<file path="src/rtl/h6_mul_seq.sv">
// h6_mul_seq: 16x16 unsigned radix-2 shift-add multiplier, 16 RUN cycles.
// Ports:
//   clk, rst (sync, active-high); start, multiplicand, multiplier in;
//   H6_a_out (product high half), H6_q_out (product low half), busy, done out.
module h6_mul_seq (
  input  logic        clk,
  input  logic        rst,
  input  logic        start,
  input  logic [15:0] multiplicand,
  input  logic [15:0] multiplier,
  output logic [15:0] H6_a_out,
  output logic [15:0] H6_q_out,
  output logic        busy,
  output logic        done
);

  typedef enum logic [1:0] {
    S_IDLE,
    S_RUN,
    S_DONE
  } state_e;

  state_e      state_q, state_d;
  logic        c_q, c_d;
  logic [15:0] a_q, a_d;
  logic [15:0] q_q, q_d;
  logic [15:0] m_q, m_d;
  logic [3:0]  cnt_q, cnt_d;
  logic [16:0] sum;

  always_comb begin
    state_d = state_q;
    c_d     = c_q;
    a_d     = a_q;
    q_d     = q_q;
    m_d     = m_q;
    cnt_d   = cnt_q;
    // {C,A} for this iteration, before the shift
    sum     = q_q[0] ? ({1'b0, a_q} + {1'b0, m_q})
                     : {1'b0, a_q};
    unique case (state_q)
      S_IDLE: begin
        if (start) begin
          m_d     = multiplicand;
          q_d     = multiplier;
          a_d     = '0;
          c_d     = 1'b0;
          cnt_d   = '0;
          state_d = S_RUN;
        end
      end
      S_RUN: begin
        // {C,A,Q} <= {0,C,A,Q} >> 1: carry drops into A[15],
        // A[0] drops into Q[15], C is always cleared.
        c_d   = 1'b0;
        a_d   = sum[16:1];
        q_d   = {sum[0], q_q[15:1]};
        cnt_d = cnt_q + 4'd1;
        if (cnt_q == 4'd15) begin
          state_d = S_DONE;
        end
      end
      S_DONE: begin
        state_d = S_IDLE;
      end
      default: begin
        state_d = S_IDLE;
      end
    endcase
  end

  always_ff @(posedge clk) begin
    if (rst) begin
      state_q <= S_IDLE;
      c_q     <= 1'b0;
      a_q     <= '0;
      q_q     <= '0;
      m_q     <= '0;
      cnt_q   <= '0;
    end else begin
      state_q <= state_d;
      c_q     <= c_d;
      a_q     <= a_d;
      q_q     <= q_d;
      m_q     <= m_d;
      cnt_q   <= cnt_d;
    end
  end

  assign busy     = (state_q == S_RUN);
  assign done     = (state_q == S_DONE);
  assign H6_a_out = a_q;
  assign H6_q_out = q_q;

endmodule

</file>
<file path="config.mk">
export PLATFORM = sky130hd
export DESIGN_NAME = h6_mul_seq
export DESIGN_NICKNAME = d
export VERILOG_FILES = /design/src/rtl/h6_mul_seq.sv
export SDC_FILE = /design/constraint.sdc
export NUM_CORES = 1
export LEC_CHECK = 0
export ABC_AREA = 1
export CAP_MARGIN = 20
export CORE_UTILIZATION = 51
export DETAILED_ROUTE_END_ITERATION = 10
export GPL_TIMING_DRIVEN = 0
export PLACE_DENSITY_LB_ADDON = 0.2
export SLEW_MARGIN = 20
export SYNTH_ARGS = -nofsm -noshare
export SYNTH_HDL_FRONTEND = slang
export SYNTH_SLANG_ARGS = --single-unit
</file>
<file path="constraint.sdc">
create_clock -name clk -period 1.8 [get_ports clk]
set_input_delay 0.27 -clock clk [delete_from_list [all_inputs] [get_ports clk]]
set_output_delay 0.27 -clock clk [all_outputs]
set_load 0.02 [all_outputs]
</file>
==> run summary <==
Status: completed
Reg2reg end: H6_a_out[13]$_SDFFE_PP0P_
Max Cap Viol: 0
Area share of the largest cell type after synthesis: 34.7%
Final #Nets: 597
H-tree lvl count: 2
CP startpoint kind: register
Final wirelength: 8.45 mm
Setup Crit Path Kind: register to register
Die width: 80.2 µm
IO Count: 69
Synthesis-to-layout area growth: 32.3%
Number of global-route vias before repair: 3041
DR iter-0 viols: 189
Mapped Nets: 521
Total Power: 2.76 mW
Clock Skew: 0.00630 ns
Post-Synth Simple-Gate Area: 33.2%
Skew-Pair Late Insertion Delay: 0.32 ns
Crit end category: register
Clock Root Buffer: clkbuf_8
Chip height: 80.2 µm
Fin crit period: 1.79 ns
Num CTS Buffers: 5
Post-Syn Area: 3120 µm²
Slack of the critical path: 0.0114 ns
Worst Hold Depth: 1
Hold crit path type: register to register
FF-to-FF Start: m_q[0]$_SDFFE_PP0P_
Die Area: 6430 µm²
Post-synthesis adder-cell area fraction: 7.46%
Proportion of layout cells with a drive suffix above 1: 14.5%
Syn_area_per_cell: 6.66 µm²
#FFs+latches synth: 54
Endpoints failing setup: 0
Crit Path Max Fanout: 3
CP required: 1.99 ns
Vias/cell: 5.22
CTS tree: done
Routed via count: 3235
Slew @ Worst Pin: 0.662 ns
Complex-gate fraction of the synthesized area: 15.2%
Worst-path clk slew: 0.11 ns
Post-synthesis mux area share: 0%
Worst setup path startpoint: m_q[0]$_SDFFE_PP0P_
TritonCTS Sinks: 54
Final Wtd Congestion: 0.879
Worst EP arrival: 1.98 ns
Period utilisation layout: 99.4%
R2R setup slack: 0.01 ns
Ranking of synthesized cells by area: dfxtp_1, nand2_1, nor2_1
Max transition margin: 55.9%
Total gr overflow: 0
FILL cells: 532
Post-place setup slack: -0.109 ns
Largest net degree at the start of global routing: 19
Port bufs: 68
Leakage: 1.72 nW
Synthesis Warnings: 0
Yosys top cell by area: dfxtp_1
XOR/XNOR share of the synthesized area: 0.843%
Antenna cell count: 0
GRT Util Overall: 26.9%
Initial antenna violation count: 0
Syn Inst Count: 468
Hold Path End: cnt_q[3]$_SDFFE_PP0P_
Unrepaired setup endpoints after global routing: yes
Final hold vios: 0
Row count: 28
First-pass GRT wire length: 13.3 mm
Starting density of the core: 52.7%
Maximum clock path buffer count: 2
DRC: 0
Critical hold path startpoint: cnt_q[3]$_SDFFE_PP0P_
Final ANT Viol Nets: 0
R2R depth: 12
Post-DP HPWL: 6.12 mm
Core Box Area: 5920 µm²
Commonest non-fill, non-tap cells in the layout: nand2_1, nor2_1, clkdlybuf4s50_1, dfxtp_1, inv_1
Fmax: 0.559 GHz
Sequential fraction of the synthesis area: 34.7%
Routed length per instance: 13.6 µm
Drt pass-1 iters: 4
Combinational family with the most area after synthesis: simple AND/OR/NAND/NOR gates
Commonest non-fill, non-tap cell in the layout: nand2_1
Synth cell types: 29
Max VDD drop: 0.574 mV
Pwr Density: 670 nW/µm²
Final max-slew violation count: 0
==> metrics by stage <==
stage | util [%] | setup TNS, ns | hold WS (ns) | instance area, µm² | std cells
after floorplan | - | 0 | 0.339 | 3120 | 468
after global placement | 65.7 | -0.390 | 0.442 | 3890 | 611
after detailed placement | 65.7 | -0.428 | 0.452 | 3890 | 611
after CTS | 67.7 | 0 | 0.465 | 4010 | 620
after global routing | 69.7 | -0.214 | 0.493 | 4130 | 620
final | 69.7 | 0 | 0.464 | 4130 | 620
==> worst max-delay path by stage <==
stage	to	depth (start not counted)	slack [ns]
after global routing	H6_a_out[13]$_SDFFE_PP0P_	12	-0.1
after global placement	busy	5	-0.11
after CTS	H6_a_out[11]$_SDFFE_PP0P_	11	0.03
final	H6_a_out[13]$_SDFFE_PP0P_	12	0.01
after floorplan	H6_a_out[7]$_SDFFE_PP0P_	11	0.005
after detailed placement	H6_a_out[13]$_SDFFE_PP0P_	12	-0.11
==> cells in the mapped netlist <==
library cell    n
nand2_2         6
xor2_1          1
or2_4           1
and2_4          1
nor2_2          2
dfxtp_1        54
buf_2          10
nor3_1          2
nand3_1        24
nand2_1       112
clkbuf_1       10
a21oi_2         7
a31oi_1         2
nor2_1         93
or2_0           1
nor3_2          3
nand3_2         1
o221ai_1       13
xnor2_1         2
inv_2           9
ha_1           17
inv_1          39
nand3b_1        2
fa_1            1
a21oi_1        24
a22oi_1         1
nand4_1         1
o21ai_0        23
o211ai_1        6
==> per-layer routing <==
layer	global-route usage, %	vias to the layer above	share of wire [%]
met1	32.4	1477	45
met5	0	-	0
met2	46.7	80	50
met4	12.0	0	1.7
met3	4.32	11	4.2
li1	-	1667	-
==> kinds of logic after synthesis <==
group	count (synthesis)
simple gates	249
compound gates	76
buf+inv	68
flops	54
fa+ha+maj	18
xor+xnor	3
==> cell type report <==
cell class	instances	area (µm²)	share of cell area [%]
plain buffers	19	83.8	2.03
clock buffers	5	68.8	1.67
clock inverters	3	25.0	0.607
inverters	48	180	4.37
multi-input cells	346	1890	45.9
flip-flops and latches	54	1090	26.4
well taps	75	93.8	2.27
repair buffers	70	694	16.8
==> where the power goes <==
part	switching (mW)	internal [mW]	leakage [nW]
clock network	0.456	0.283	0.0447
logic	0.377	0.301	1.23
registers	0.0684	1.28	0.446
==> state kept, by name, indices dropped and copies added, names as in the netlist <==
register / cells
H6_a_out: 16
H6_q_out: 16
m_q: 16
cnt_q: 4
state_q: 2
==> worst max-delay path, cell delays in order, from the launching register on <==
cell and delay [ns]:
dfxtp_2 0.35, ha_4 0.16, fa_2 0.37, nand2_2 0.08, nand2_2 0.05, nand3b_1 0.13, nand2_2 0.11, nand2_2 0.10
nand2_1 0.05, nand2_1 0.07, nand3_2 0.06, nand2_1 0.09, a21oi_2 0.05
==> timing repair <==
action                                  4_1_cts  5_1_grt
setup buffers                                 2        0
resized for setup                             6       25
pin swaps                                     0       10
endpoints found under the hold margin         0        0
hold buffers                                  0        0
endpoints found under the setup margin        7        9
Note: power is estimated with default switching activity, not from simulation.
==> variant, RTL diff (same flow settings) <==
Add an input register stage for `start`, `multiplicand` and `multiplier`, cleared by the reset; this delays them by one clock. Comments in the files are not updated.
--- a/src/rtl/h6_mul_seq.sv
+++ b/src/rtl/h6_mul_seq.sv
@@ -21,4 +21,20 @@
   } state_e;
 
+  logic start_q;
+  logic [15:0] multiplicand_q;
+  logic [15:0] multiplier_q;
+
+  always_ff @(posedge clk) begin
+    if (rst) begin
+      start_q        <= '0;
+      multiplicand_q <= '0;
+      multiplier_q   <= '0;
+    end else begin
+      start_q        <= start;
+      multiplicand_q <= multiplicand;
+      multiplier_q   <= multiplier;
+    end
+  end
+
   state_e      state_q, state_d;
   logic        c_q, c_d;
@@ -41,7 +57,7 @@
     unique case (state_q)
       S_IDLE: begin
-        if (start) begin
-          m_d     = multiplicand;
-          q_d     = multiplier;
+        if (start_q) begin
+          m_d     = multiplicand_q;
+          q_d     = multiplier_q;
           a_d     = '0;
           c_d     = 1'b0;
Check against the original RTL: not equivalent (Yosys sat finds a counterexample within 4 cycles, from zero or initial values and one cycle with rst high).
==> variant against the original RTL <==
- routed wire length increased by 14%
- worst setup slack improved by 0.032 ns
- global-route usage decreased by 2.3 points
- cell area increased by 27%
- power increased by 43%
- largest cell class unchanged
- final cell count increased by 25%
- synthesized area increased by 31%
- die area increased by 30%
- count of clock-buffer cells in the layout increased by 5
- clock power increased by 87%
- sequential cell count increased by 33
==> variant: results (changes against the original RTL) <==
Parameter                              Value

Run status
  Outcome ... complete, no violations

Yosys
  Share of synthesized cell area in full adder, half adder and majority cells ... 5.71% (-1.8 points)
  Most frequent cells after synthesis ... sky130_fd_sc_hd__nand2_1, sky130_fd_sc_hd__nor2_1, sky130_fd_sc_hd__dfxtp_1
  Mux contribution to synthesized area ... 0% (unchanged)
  Ranking of synthesized cells by area ... sky130_fd_sc_hd__dfxtp_1, sky130_fd_sc_hd__nand2_1, sky130_fd_sc_hd__nor2_1
  Total of warnings raised by yosys ... 0 (unchanged)
  Most instantiated flip-flop cell in the synthesis netlist ... sky130_fd_sc_hd__dfxtp_1
  Number of nets in the synthesized netlist ... 636 (+22%)
  Number of distinct library cell variants in the gate-level netlist after synthesis ... 32 (+10%)
  Sequential area share after synthesis ... 42.7% (+8.0 points)
  Synth Area in Compound Gates ... 10.9% (-4.4 points)
  XOR/XNOR share of the synthesized area ... 0.644% (-0.20 points)
  Async set-or-reset flop fraction in the synthesized netlist ... 0% (unchanged)

Timing
  Measured slew at the worst slew-check pin ... 0.564 ns (-0.0985 ns)
  Setup clock skew after layout ... 0.00778 ns (+0.00148 ns)

Placement
  Routability-driven placement congestion ratio ... 0.856 (-2.7%)
  Port buffer count ... 68 (unchanged)
  Estimated wirelength of the detail-placed design ... 7080 microns (+16%)

Clock network
  Clock H-tree levels ... 3 (+1)
  Clock edge transition at the registers on the reported setup and hold paths ... 0.09 ns (-0.02 ns)
  Number of buffers created by CTS ... 9 (+4)
  CTS max path bufs ... 2 (unchanged)
  Clock Root Buffer ... sky130_fd_sc_hd__clkbuf_8
  Source-to-sink clock delay at the later pin of the worst-skew pair ... 0.35 ns (+0.03 ns)

Setup path
  Cell with the biggest individual delay on the critical path ... sky130_fd_sc_hd__fa_2
  Worst Path Max Fanout ... 3 (unchanged)
  Longest individual stage delay on the worst path ... 0.38 ns
  Critical Path AT ... 2.00 ns (+0.02 ns)

Power
  Largest vdd supply drop ... 0.526 mV (-8.4%)
  Static power due to leakage ... 2.27 nW (+32%)

Drt
  Routed wire length on met3 ... 628 microns (+76%)
  Number of violations reported at the end of detailed-routing iteration 0 ... 190 (+0.53%)
  Via-to-Cell Ratio ... 4.97 (-4.7%)
  Detailed-router iteration count before antenna repair ... 5 (+1)
  Uppermost signal routing layer after detailed routing ... met4
  Total routed wire length on the met1 layer ... 4240 microns (+13%)
  Routed WL ... 9670 microns (+14%)
  Met2 wire length ... 4610 microns (+10%)

Layout
  Share of final-layout standard cells stronger than drive strength 1 ... 12.4% (-2.1 points)
  Final-stage net count ... 718 (+20%)
  Number of inserted diodes ... 0 (unchanged)

Global routing
  Vias in the first global route ... 3640 (+20%)
  First-pass GRT wire length ... 16300 microns (+23%)
  Number of antenna violations at the first check in global routing ... 0 (unchanged)
  Pin count of the biggest net entering global routing ... 16 (-3)
  Global routing usage summed across all routing layers ... 24.6% (-2.3 points)

Floorplan
  Row Count ... 32 (+14%)

Hold path
  Path category of the worst min-delay check ... input port to flop
-- variant: worst paths after layout --
kind | depth (start not counted) | to | slack [ns] | startpoint
setup reg to reg | 12 | H6_a_out[9] | 0.04 | H6_a_out[0]
hold reg to reg | 2 | m_q[10] | 0.46 | multiplicand_q[10]
hold / removal | 3 | multiplier_q[12] | 0.43 | multiplier[12]
setup / recovery | 12 | H6_a_out[9] | 0.04 | H6_a_out[0]
-- variant: cell type report --
class | count | area, sq um
clock inverter | 6 | 68.8
inverter | 81 | 307
timing repair buffer | 71 | 704
tap | 102 | 128
clock buffer | 10 | 128
sequential | 87 | 1750
fill | 669 | 2510
buffer | 22 | 105
multi-input combinational | 393 | 2030
-- variant: power breakdown --
| part | switching, mW | total [mW] | internal [mW] |
|---|---|---|---|
| Combinational | 0.288 | 0.511 | 0.223 |
| Clock | 0.723 | 1.38 | 0.653 |
| Sequential | 0.0529 | 2.06 | 2.01 |
| Total | 1.06 | 3.95 | 2.89 |
-- variant: logic make-up after synthesis --
logic type	Yosys count
AND/OR/NAND/NOR	296
buffers and inverters	103
flip-flops	87
AO/OA/AOI/OAI	76
adder cells (fa/ha/maj)	18
XOR/XNOR	3
-- variant: through the flow --
| stage | cell area (sq um) | setup WS (ns) | instances |
|---|---|---|---|
| after floorplan | 4080 | 0.0177 | 583 |
| after global placement | 4890 | -0.120 | 753 |
| after detailed placement | 4890 | -0.121 | 753 |
| after CTS | 5100 | 0.00216 | 770 |
| after global routing | 5220 | -0.112 | 772 |
| final | 5220 | 0.0433 | 772 |
-- variant: metal layers --
metal	GRT usage (%)	up-vias
li1	-	1976
met1	29.8	1737
met2	43.0	108
met3	5.28	19
met4	7.80	0
met5	0	-
-- variant: repair_timing --
| action | in CTS | in global routing |
|---|---|---|
| pin swaps | 0 | 6 |
| setup buffers | 1 | 2 |
| endpoints found under the setup margin | 8 | 10 |
| resized for setup | 7 | 22 |
-- variant: worst max-delay path, delay by kind of cell (launching register included) --
kind                     cells  cell delay [ns]
AO/OA/AOI/OAI                1             0.04
adder cells (fa/ha/maj)      2             0.54
flip-flops                   1             0.36
AND/OR/NAND/NOR              9             0.72
